File: src/rtl/raytracer_pkg.sv
// Shared types for the render-lane front end: fragment word, coordinate width default,
// and the pixel scheduler state encoding.
package raytracer_pkg;
  localparam int COORD_W_DEF = 16;

  typedef logic [31:0] fragment_t;

  typedef enum logic [1:0] {
    IDLE   = 2'd0,
    RUN    = 2'd1,
    FINISH = 2'd2
  } sched_state_e;
endpackage

File: src/rtl/raster_walker.sv
// Raster coordinate generator: x fastest, then y. Raises issued_all once the
// last pixel of the frame has been handed out.
module raster_walker #(
  parameter int COORD_W = 16
) (
  input  logic               aclk,
  input  logic               resetn,
  input  logic [COORD_W-1:0] width,
  input  logic [COORD_W-1:0] height,
  input  logic               load,
  input  logic               advance,
  output logic [COORD_W-1:0] x,
  output logic [COORD_W-1:0] y,
  output logic               issued_all
);
  always_ff @(posedge aclk or negedge resetn) begin
    if (!resetn) begin
      x          <= '0;
      y          <= '0;
      issued_all <= 1'b0;
    end else if (load) begin
      x          <= '0;
      y          <= '0;
      issued_all <= 1'b0;
    end else if (advance && !issued_all) begin
      if (x == width - 1'b1) begin
        x <= '0;
        y <= y + 1'b1;
        if (y == height - 1'b1) issued_all <= 1'b1;
      end else begin
        x <= x + 1'b1;
      end
    end
  end
endmodule

File: src/rtl/pixel_scheduler.sv
// Round-robin pixel job issue and in-order fragment collection onto AXI-Stream.
// Optional performance counters under `PIXEL_SCHED_PERF_EN.
module pixel_scheduler
  import raytracer_pkg::*;
#(
  parameter int NUM_LANES = 2,
  parameter int COORD_W   = COORD_W_DEF
) (
  input  logic                   aclk,
  input  logic                   resetn,
  input  logic                   start,
  input  logic [COORD_W-1:0]     image_width,
  input  logic [COORD_W-1:0]     image_height,
  output logic                   busy,
  output logic                   done,
  output logic [NUM_LANES-1:0]   job_valid,
  input  logic [NUM_LANES-1:0]   job_ready,
  output logic [COORD_W-1:0]     job_x,
  output logic [COORD_W-1:0]     job_y,
  input  logic [NUM_LANES-1:0]   res_valid,
  output logic [NUM_LANES-1:0]   res_ready,
  input  logic [NUM_LANES*32-1:0] res_data,
  output logic                   m_axis_tvalid,
  output logic [31:0]            m_axis_tdata,
  output logic                   m_axis_tlast,
  input  logic                   m_axis_tready
`ifdef PIXEL_SCHED_PERF_EN
  ,
  output logic [31:0]            perf_frame_cycles,
  output logic [31:0]            perf_stall_cycles
`endif
);
  localparam int PW = (NUM_LANES > 1) ? $clog2(NUM_LANES) : 1;
  localparam int TW = 2 * COORD_W;

  sched_state_e state, state_nxt;

  logic [COORD_W-1:0] width_q, height_q, x, y;
  logic               issued_all;
  logic [PW-1:0]      issue_ptr, collect_ptr;
  logic [TW-1:0]      total, out_cnt;
  logic [NUM_LANES-1:0][31:0] res_lanes;
  fragment_t          sel_frag;
  logic               start_ok, running, issue_fire, collect_en, collect_fire, last_fire;

  function automatic logic [PW-1:0] ptr_next(input logic [PW-1:0] p);
    return (p == PW'(NUM_LANES - 1)) ? '0 : p + 1'b1;
  endfunction

  assign res_lanes    = res_data;
  assign sel_frag     = res_lanes[collect_ptr];
  assign start_ok     = (state == IDLE) && start;
  assign running      = (state == RUN);
  assign issue_fire   = running && !issued_all && job_ready[issue_ptr];
  // Collection stops once every beat of the frame is in the output register.
  assign collect_en   = running && (out_cnt != total) && (!m_axis_tvalid || m_axis_tready);
  assign collect_fire = collect_en && res_valid[collect_ptr];
  assign last_fire    = m_axis_tvalid && m_axis_tready && m_axis_tlast;

  assign busy  = running;
  assign job_x = x;
  assign job_y = y;

  for (genvar i = 0; i < NUM_LANES; i++) begin : g_lane
    assign job_valid[i] = running && !issued_all && (issue_ptr == PW'(i));
    assign res_ready[i] = collect_en && (collect_ptr == PW'(i));
  end

  raster_walker #(.COORD_W(COORD_W)) u_walker (
    .aclk       (aclk),
    .resetn     (resetn),
    .width      (width_q),
    .height     (height_q),
    .load       (start_ok),
    .advance    (issue_fire),
    .x          (x),
    .y          (y),
    .issued_all (issued_all)
  );

  always_ff @(posedge aclk or negedge resetn) begin
    if (!resetn) state <= IDLE;
    else         state <= state_nxt;
  end

  always_comb begin
    state_nxt = state;
    case (state)
      IDLE:    if (start) state_nxt = (image_width == '0 || image_height == '0) ? FINISH : RUN;
      RUN:     if (last_fire) state_nxt = FINISH;
      FINISH:  state_nxt = IDLE;
      default: state_nxt = IDLE;
    endcase
  end

  always_ff @(posedge aclk or negedge resetn) begin
    if (!resetn) begin
      done          <= 1'b0;
      width_q       <= '0;
      height_q      <= '0;
      total         <= '0;
      out_cnt       <= '0;
      issue_ptr     <= '0;
      collect_ptr   <= '0;
      m_axis_tvalid <= 1'b0;
      m_axis_tdata  <= '0;
      m_axis_tlast  <= 1'b0;
    end else begin
      done <= (state == FINISH);
      if (start_ok) begin
        width_q     <= image_width;
        height_q    <= image_height;
        total       <= TW'(image_width) * TW'(image_height);
        out_cnt     <= '0;
        issue_ptr   <= '0;
        collect_ptr <= '0;
      end else begin
        if (issue_fire) issue_ptr <= ptr_next(issue_ptr);
        if (collect_fire) begin
          collect_ptr <= ptr_next(collect_ptr);
          out_cnt     <= out_cnt + 1'b1;
        end
      end
      // Reload and drain may coincide, giving one beat per cycle.
      if (collect_fire) begin
        m_axis_tvalid <= 1'b1;
        m_axis_tdata  <= sel_frag;
        m_axis_tlast  <= (out_cnt == total - 1'b1);
      end else if (m_axis_tready) begin
        m_axis_tvalid <= 1'b0;
        m_axis_tlast  <= 1'b0;
      end
    end
  end

`ifdef PIXEL_SCHED_PERF_EN
  always_ff @(posedge aclk or negedge resetn) begin
    if (!resetn) begin
      perf_frame_cycles <= '0;
      perf_stall_cycles <= '0;
    end else if (start_ok) begin
      perf_frame_cycles <= '0;
      perf_stall_cycles <= '0;
    end else begin
      if (running && !(&perf_frame_cycles)) perf_frame_cycles <= perf_frame_cycles + 1'b1;
      if (m_axis_tvalid && !m_axis_tready && !(&perf_stall_cycles))
        perf_stall_cycles <= perf_stall_cycles + 1'b1;
    end
  end
`endif
endmodule
File: config.mk
export PLATFORM = sky130hd
export DESIGN_NAME = pixel_scheduler
export DESIGN_NICKNAME = d
export VERILOG_FILES = /design/src/rtl/raytracer_pkg.sv /design/src/rtl/raster_walker.sv /design/src/rtl/pixel_scheduler.sv
export SDC_FILE = /design/constraint.sdc
export NUM_CORES = 1
export LEC_CHECK = 0
export CORE_ASPECT_RATIO = 0.7
export CORE_UTILIZATION = 45
export DETAILED_ROUTE_END_ITERATION = 16
export GPL_TIMING_DRIVEN = 0
export MAX_ROUTING_LAYER = met4
export PLACE_DENSITY = 0.65
export SYNTH_ARGS = -nofsm -noshare
export SYNTH_HDL_FRONTEND = slang
export SYNTH_SLANG_ARGS = --single-unit
File: constraint.sdc
create_clock -name aclk -period 4.9 [get_ports aclk]
set_input_delay 0.735 -clock aclk [delete_from_list [all_inputs] [get_ports aclk]]
set_output_delay 0.735 -clock aclk [all_outputs]
set_load 0.02 [all_outputs]
======== Yosys cells after proc, flatten, opt, wreduce, memory -nomap -nowiden ========
Index checks and enable logic that the tools add are counted.
storage, ports and cells
  register bits after elaboration ......... 168
  output and inout bits ................... 72
  logic and storage cells ................. 95
cells by class
  add/sub/neg operators ................... 8
  multipliers ............................. 1
  order comparisons ....................... 2
  equal/unequal tests ..................... 8
  muxes and demuxes ....................... 31
  bitwise operators ....................... 2
  reductions and logical operators ........ 29
operators with widths
  kind                                                         number
  2-to-1 mux 32 bit                                            4
  2-to-1 mux 16 bit                                            6
  adder 16 x 1 -> 16 bit (second input constant)               2
  adder 32 x 1 -> 32 bit (second input constant)               1
  equality test 16 bit                                         2
  equality test 32 bit                                         1
  logical NOT 16 bit                                           2
  multiplier 16 x 16 -> 32 bit                                 1
  inequality test 32 bit                                       1
  subtractor 16 x 1 -> 16 bit (second input constant)          2
  subtractor 32 x 1 -> 32 bit (second input constant)          1
  2-to-1 mux 1 bit                                             17
  logical AND 1 bit                                            13
  nonzero test 2 bit                                           6
  2-to-1 mux 2 bit                                             3
  less-than comparator 1 x 2 -> 1 bit (second input constant)  2
  one-hot mux 2 bit (2 select lines)                           1
  AND reduction 2 bit                                          2
  AND reduction 3 bit                                          1
  adder 1 bit (second input constant)                          2
  equality test 2 x 1 -> 1 bit (second input constant)         1
  equality test 2 bit (second input constant)                  1
  logical NOT 1 bit                                            2
  logical NOT 2 bit                                            1
  4 further kinds                                              6

======== Logic depth before layout (Yosys ltp) ========
  depth after elaboration ................. 6
  gate-level depth with buffers ........... 23
  depth with buffers taken out ............ 22

======== Modules after synthesis ========
A second synthesis with hierarchy kept.
second synthesis, totals
  cells, all modules ...................... 2143
  area total of the unflattened synthesis .. 18534.0 um2
modules (own cells, without submodules)
  module           times used  cells an instance  area an instance (um2)  sequential area each (um2)
  pixel_scheduler  1           1785               15618.7                 3378.2
  raster_walker    1           358                2915.3                  825.8

======== Worst setup path before layout ========
OpenSTA, ideal clock, no wires.
  path type ............................... in2reg
  start ................................... in image_height[7]
  end ..................................... reg total[27]
  library setup time ...................... 125 ps
  data arrival time ....................... 6330 ps
  required time ........................... 4775 ps
  slack ................................... -1555 ps
  cell stages on the path ................. 23
  cell sequence ........................... clkbuf_1 clkbuf_1 nand2_1 fa_1 inv_1 fa_1 inv_1 fa_1 inv_1 fa_1 fa_1 inv_1 fa_1 inv_1 ha_1 a21o_1 a311o_1 a32oi_1 a31oi_1 o21ai_0 o21ba_2 xnor2_1 mux2_2
between the ends
  word-level cells in the longest chain between the ends .. 1
ends and longest elaborated chain
  element                       RTL line                text
  from (decl)                   pixel_scheduler.sv:13   input logic [COORD_W-1:0] image_height,
  multiplier 16 x 16 -> 32 bit  pixel_scheduler.sv:113  total <= TW'(image_width) * TW'(image_height);
  to (signal assigned)          pixel_scheduler.sv:113
  to (decl)                     pixel_scheduler.sv:41   logic [TW-1:0] total, out_cnt;
Every way passes these cells.
A chain may end at the register's enable or synchronous reset.

======== Worst setup path after layout ========
  start ................................... in image_width[13]
  end ..................................... reg total[27]
between the ends
  word-level cells in the longest chain between the ends .. 1
ends and longest elaborated chain
  element                       RTL line                text
  from (decl)                   pixel_scheduler.sv:12   input logic [COORD_W-1:0] image_width,
  multiplier 16 x 16 -> 32 bit  pixel_scheduler.sv:113
Every way passes these cells.

==> impl_metrics.py <==
metrics = {
    "worst_setup_path": {
        "crit_buf_inv": 5,
        "cp_max_fo": 9,
        "crit_path_end_kind": "flip-flop",
        "required_ns": 5.23,
        "path_delay_family": "adder cells",
        "cpPeakStageDelay_ns": 0.55,
        "criticalPathCategory": "input pin to flip-flop",
        "cp_cell_sequence": "clkbuf_8 > clkbuf_16 > nand2_1 > fa_1 > fa_1 > inv_1 > fa_1 > fa_1 > fa_1 > inv_1 > fa_1 > inv_2 > ha_4 > a21o_1 > a311o_1 > a32oi_2 > a31oi_4 > o21ai_4 > o21ba_4 > xnor2_1 > mux2_2",
        "critPathSlowestCell": "fa_1",
        "crit_path_frequent_cell": "fa_1",
        "r2r_setup_slack_ns": 0.81,
        "arrival_ns": 6.21,
        "start_kind": "input pin",
    },
    "finish": {
        "layout.nets": 2805,
        "layout-drive-gt1-share_pct": 13.5,
        "final_common_cell": "nand2_1",
        "fill_cells": 3493,
        "most-common-layout-cells": "nand2_1 (308), inv_1 (238), fa_1 (180)",
        "synthToLayoutAreaGrowth_pct": 27.8,
        "ff_latch_area_sq_mm": 0.00420,
        "multiInputGateArea_sq_mm": 0.0134,
    },
    "detailed_routing": {
        "first_iter_violations": 1245,
        "route.vias.total": 16500,
        "via_per_inst": 5.59,
        "first_pass_iters": 5,
        "drc_errors": 0,
        "wl_microns": 59700,
        "post_drt_wl_per_cell_microns": 20.3,
        "final_antenna_net_count": 0,
    },
    "logic_synthesis": {
        "yosys-top-cells-area": "dfrtp_1 (23%), fa_1 (21%), ha_1 (7.5%)",
        "synth_area_leader_cell": "dfrtp_1",
        "synth_seq_cells": 168,
        "ys_async_sr_fraction_pct": 100,
        "ys_warn_count": 0,
        "ys_types": 71,
        "avgSynthCellArea_sq_um": 8.65,
        "synth_top_area_share_pct": 22.8,
        "syn_area_sq_mm": 0.0185,
        "ys_seq_area_share_pct": 22.8,
        "syn_nets": 2541,
        "synth_ff_type": "dfrtp_1",
        "synth_edf_count": 0,
        "synth_cells": 2133,
    },
    "status": {
        "violations": "setup timing",
        "status": "finished with violations",
    },
    "power_and_ir_drop": {
        "p_leak_uw": 0.0109,
        "vdd_drop_max_mv": 1.31,
        "p_total_uw": 17000,
        "p_per_area_mw_per_mm2": 720,
    },
    "global_routing": {
        "grt_pass1_vias": 16100,
        "grt_overflow": 0,
        "grt_pass1_wl_microns": 93500,
        "grt_usage_pct": 30.1,
        "grt_max_degree": 113,
        "antenna_found_initial": 0,
    },
    "clock_network": {
        "cts-htree-levels": 4,
        "numCtsBuffers": 17,
        "clk_path_buf_depth": 2,
        "root_buffer": "clkbuf_16",
        "clock_latency_ns": 0.46,
        "cts.clk_slew.worst_paths_ns": 0.08,
        "cts_sinks": 168,
        "postCtsHoldBufs": 0,
        "cts_tree": "done",
    },
    "timing": {
        "skew_ns": 0.0216,
        "tns_ns": -14.71,
        "finalWorstSetupSlack_ns": -0.982,
        "fin_crit_sh_pct": 120,
        "slew_headroom_pct": 16.8,
        "tightestPinTransition_ns": 1.24,
        "setup-violations-final": 22,
        "period_needed_ns": 5.88,
        "hold_viol_final": 0,
        "fmax_ghz": 0.170,
        "maxSlewViolCount": 0,
        "rsz0062_at_grt": "true",
    },
    "hold_path": {
        "holdCritPathClass": "input pin to asynchronous set/reset pin",
    },
    "floorplan": {
        "rows": 61,
        "die_w_microns": 244,
        "initial_core_util_pct": 46.1,
        "io_pins": 176,
        "design.core.area_sq_mm": 0.0401,
        "dieArea_sq_mm": 0.0418,
        "die_y_microns": 171,
    },
    "placement": {
        "dp_hpwl_microns": 45900,
        "port_buffers": 158,
        "finalWeightedCongestion": 0.962,
    },
    "flow_run": {
        "maxCapViolCount": 0,
    },
}
-- cells in the mapped netlist, types with 6 or more instances --
library cell,number
nand2_1,322
inv_1,259
fa_1,194
dfrtp_1,168
nor2_1,120
and2_1,115
clkbuf_1,114
ha_1,110
xnor2_1,91
a21oi_1,65
o21ai_0,58
xor2_1,51
nand4_1,46
mux2i_1,45
nand3_1,40
nor3_1,30
and3_1,25
o211ai_1,24
nor2b_1,20
nor4_1,19
a21o_1,16
a31oi_1,15
or4_1,15
o21a_1,12
nand2b_1,11
buf_1,10
or3_1,10
nand3b_1,8
a211oi_1,7
a41o_1,6
and4_1,6
nand4b_1,6
nor3b_1,6
-- report_power, final --
group          total (uW)  internal (uW)  switching (uW)
logic               13400           6280            7170
registers            2190           1780             411
clock network        1360            697             661
-- registers in the layout (all words and copies together) (netlist names) --
signal,cells
out_cnt,32
issue_ptr,1
height_q,16
u_walker.x,16
width_q,16
m_axis_tlast,1
u_walker.y,16
done,1
collect_ptr,1
m_axis_tvalid,1
u_walker.issued_all,1
m_axis_tdata,32
state,2
total,32
-- metal layers --
layer  wire length, microns  GRT usage [%]  up-vias
li1                       -              -     7527
met1                  28200           43.7     8308
met2                  26300           44.1      551
met3                   4450           5.49       68
met4                    737           5.03        0
met5                      0              -        -
-- stage by stage --
step	instances	worst slack (ns)	hold slack, ns	util (%)	area [sq um]
after floorplan	2133	-0.991	0.439	-	19100
after global placement	2826	-3.91	0.453	53.2	21300
after detailed placement	2827	-2.66	0.462	53.3	21300
after CTS	2926	-0.856	0.183	58.1	23300
after global routing	2945	-1.14	0.200	58.9	23600
final	2946	-0.982	0.177	58.9	23600
-- final cells by class --
type / instances / area share, %
clock inverters: 14 / 0.658
plain buffers: 128 / 6.01
flip-flops and latches: 168 / 17.8
inverters: 259 / 4.12
multi-input cells: 1578 / 56.7
well taps: 535 / 2.84
repair buffers: 245 / 10.0
clock buffers: 18 / 1.86
diodes: 1 / 0.0106
-- path summary, 6_finish.rpt --
kind                                             start                           end  cells after the start
worst min-delay path                            resetn  m_axis_tdata[19]$_DFFE_PN0P_                      1
min in group aclk                 state[0]$_DFFE_PN0P_                done$_DFF_PN0_                      1
max in group asynchronous                       resetn       out_cnt[14]$_DFFE_PN0P_                      2
worst min register to register    state[0]$_DFFE_PN0P_                done$_DFF_PN0_                      1
worst max-delay path                   image_width[13]         total[27]$_DFFE_PN0P_                     21
worst max register to register  width_q[2]$_DFFE_PN0P_    u_walker.y[12]$_DFFE_PN0P_                     10
-- what timing repair did --
item                                   in CTS  in global routing
endpoints found under the hold margin       0                  0
gates resized for setup                   256                 41
setup buffers                              66                 21
cloned                                      1                  0
pin swaps                                  56                 47
setup endpoints to repair                  25                 22
-- cells by family (layout without fill, tap and decap cells) --
logic type,count (synthesis),after routing,synth area share [%]
buffers and inverters,387,664,7.90
XOR/XNOR,142,142,6.74
adder cells (fa/ha/maj),304,304,28.5
other,0,1,0
multiplexers,50,50,2.75
AND/OR/NAND/NOR,823,823,22.2
flip-flops,168,168,22.8
AO/OA/AOI/OAI,259,259,9.14
Note: power is estimated with default switching activity, not from simulation.
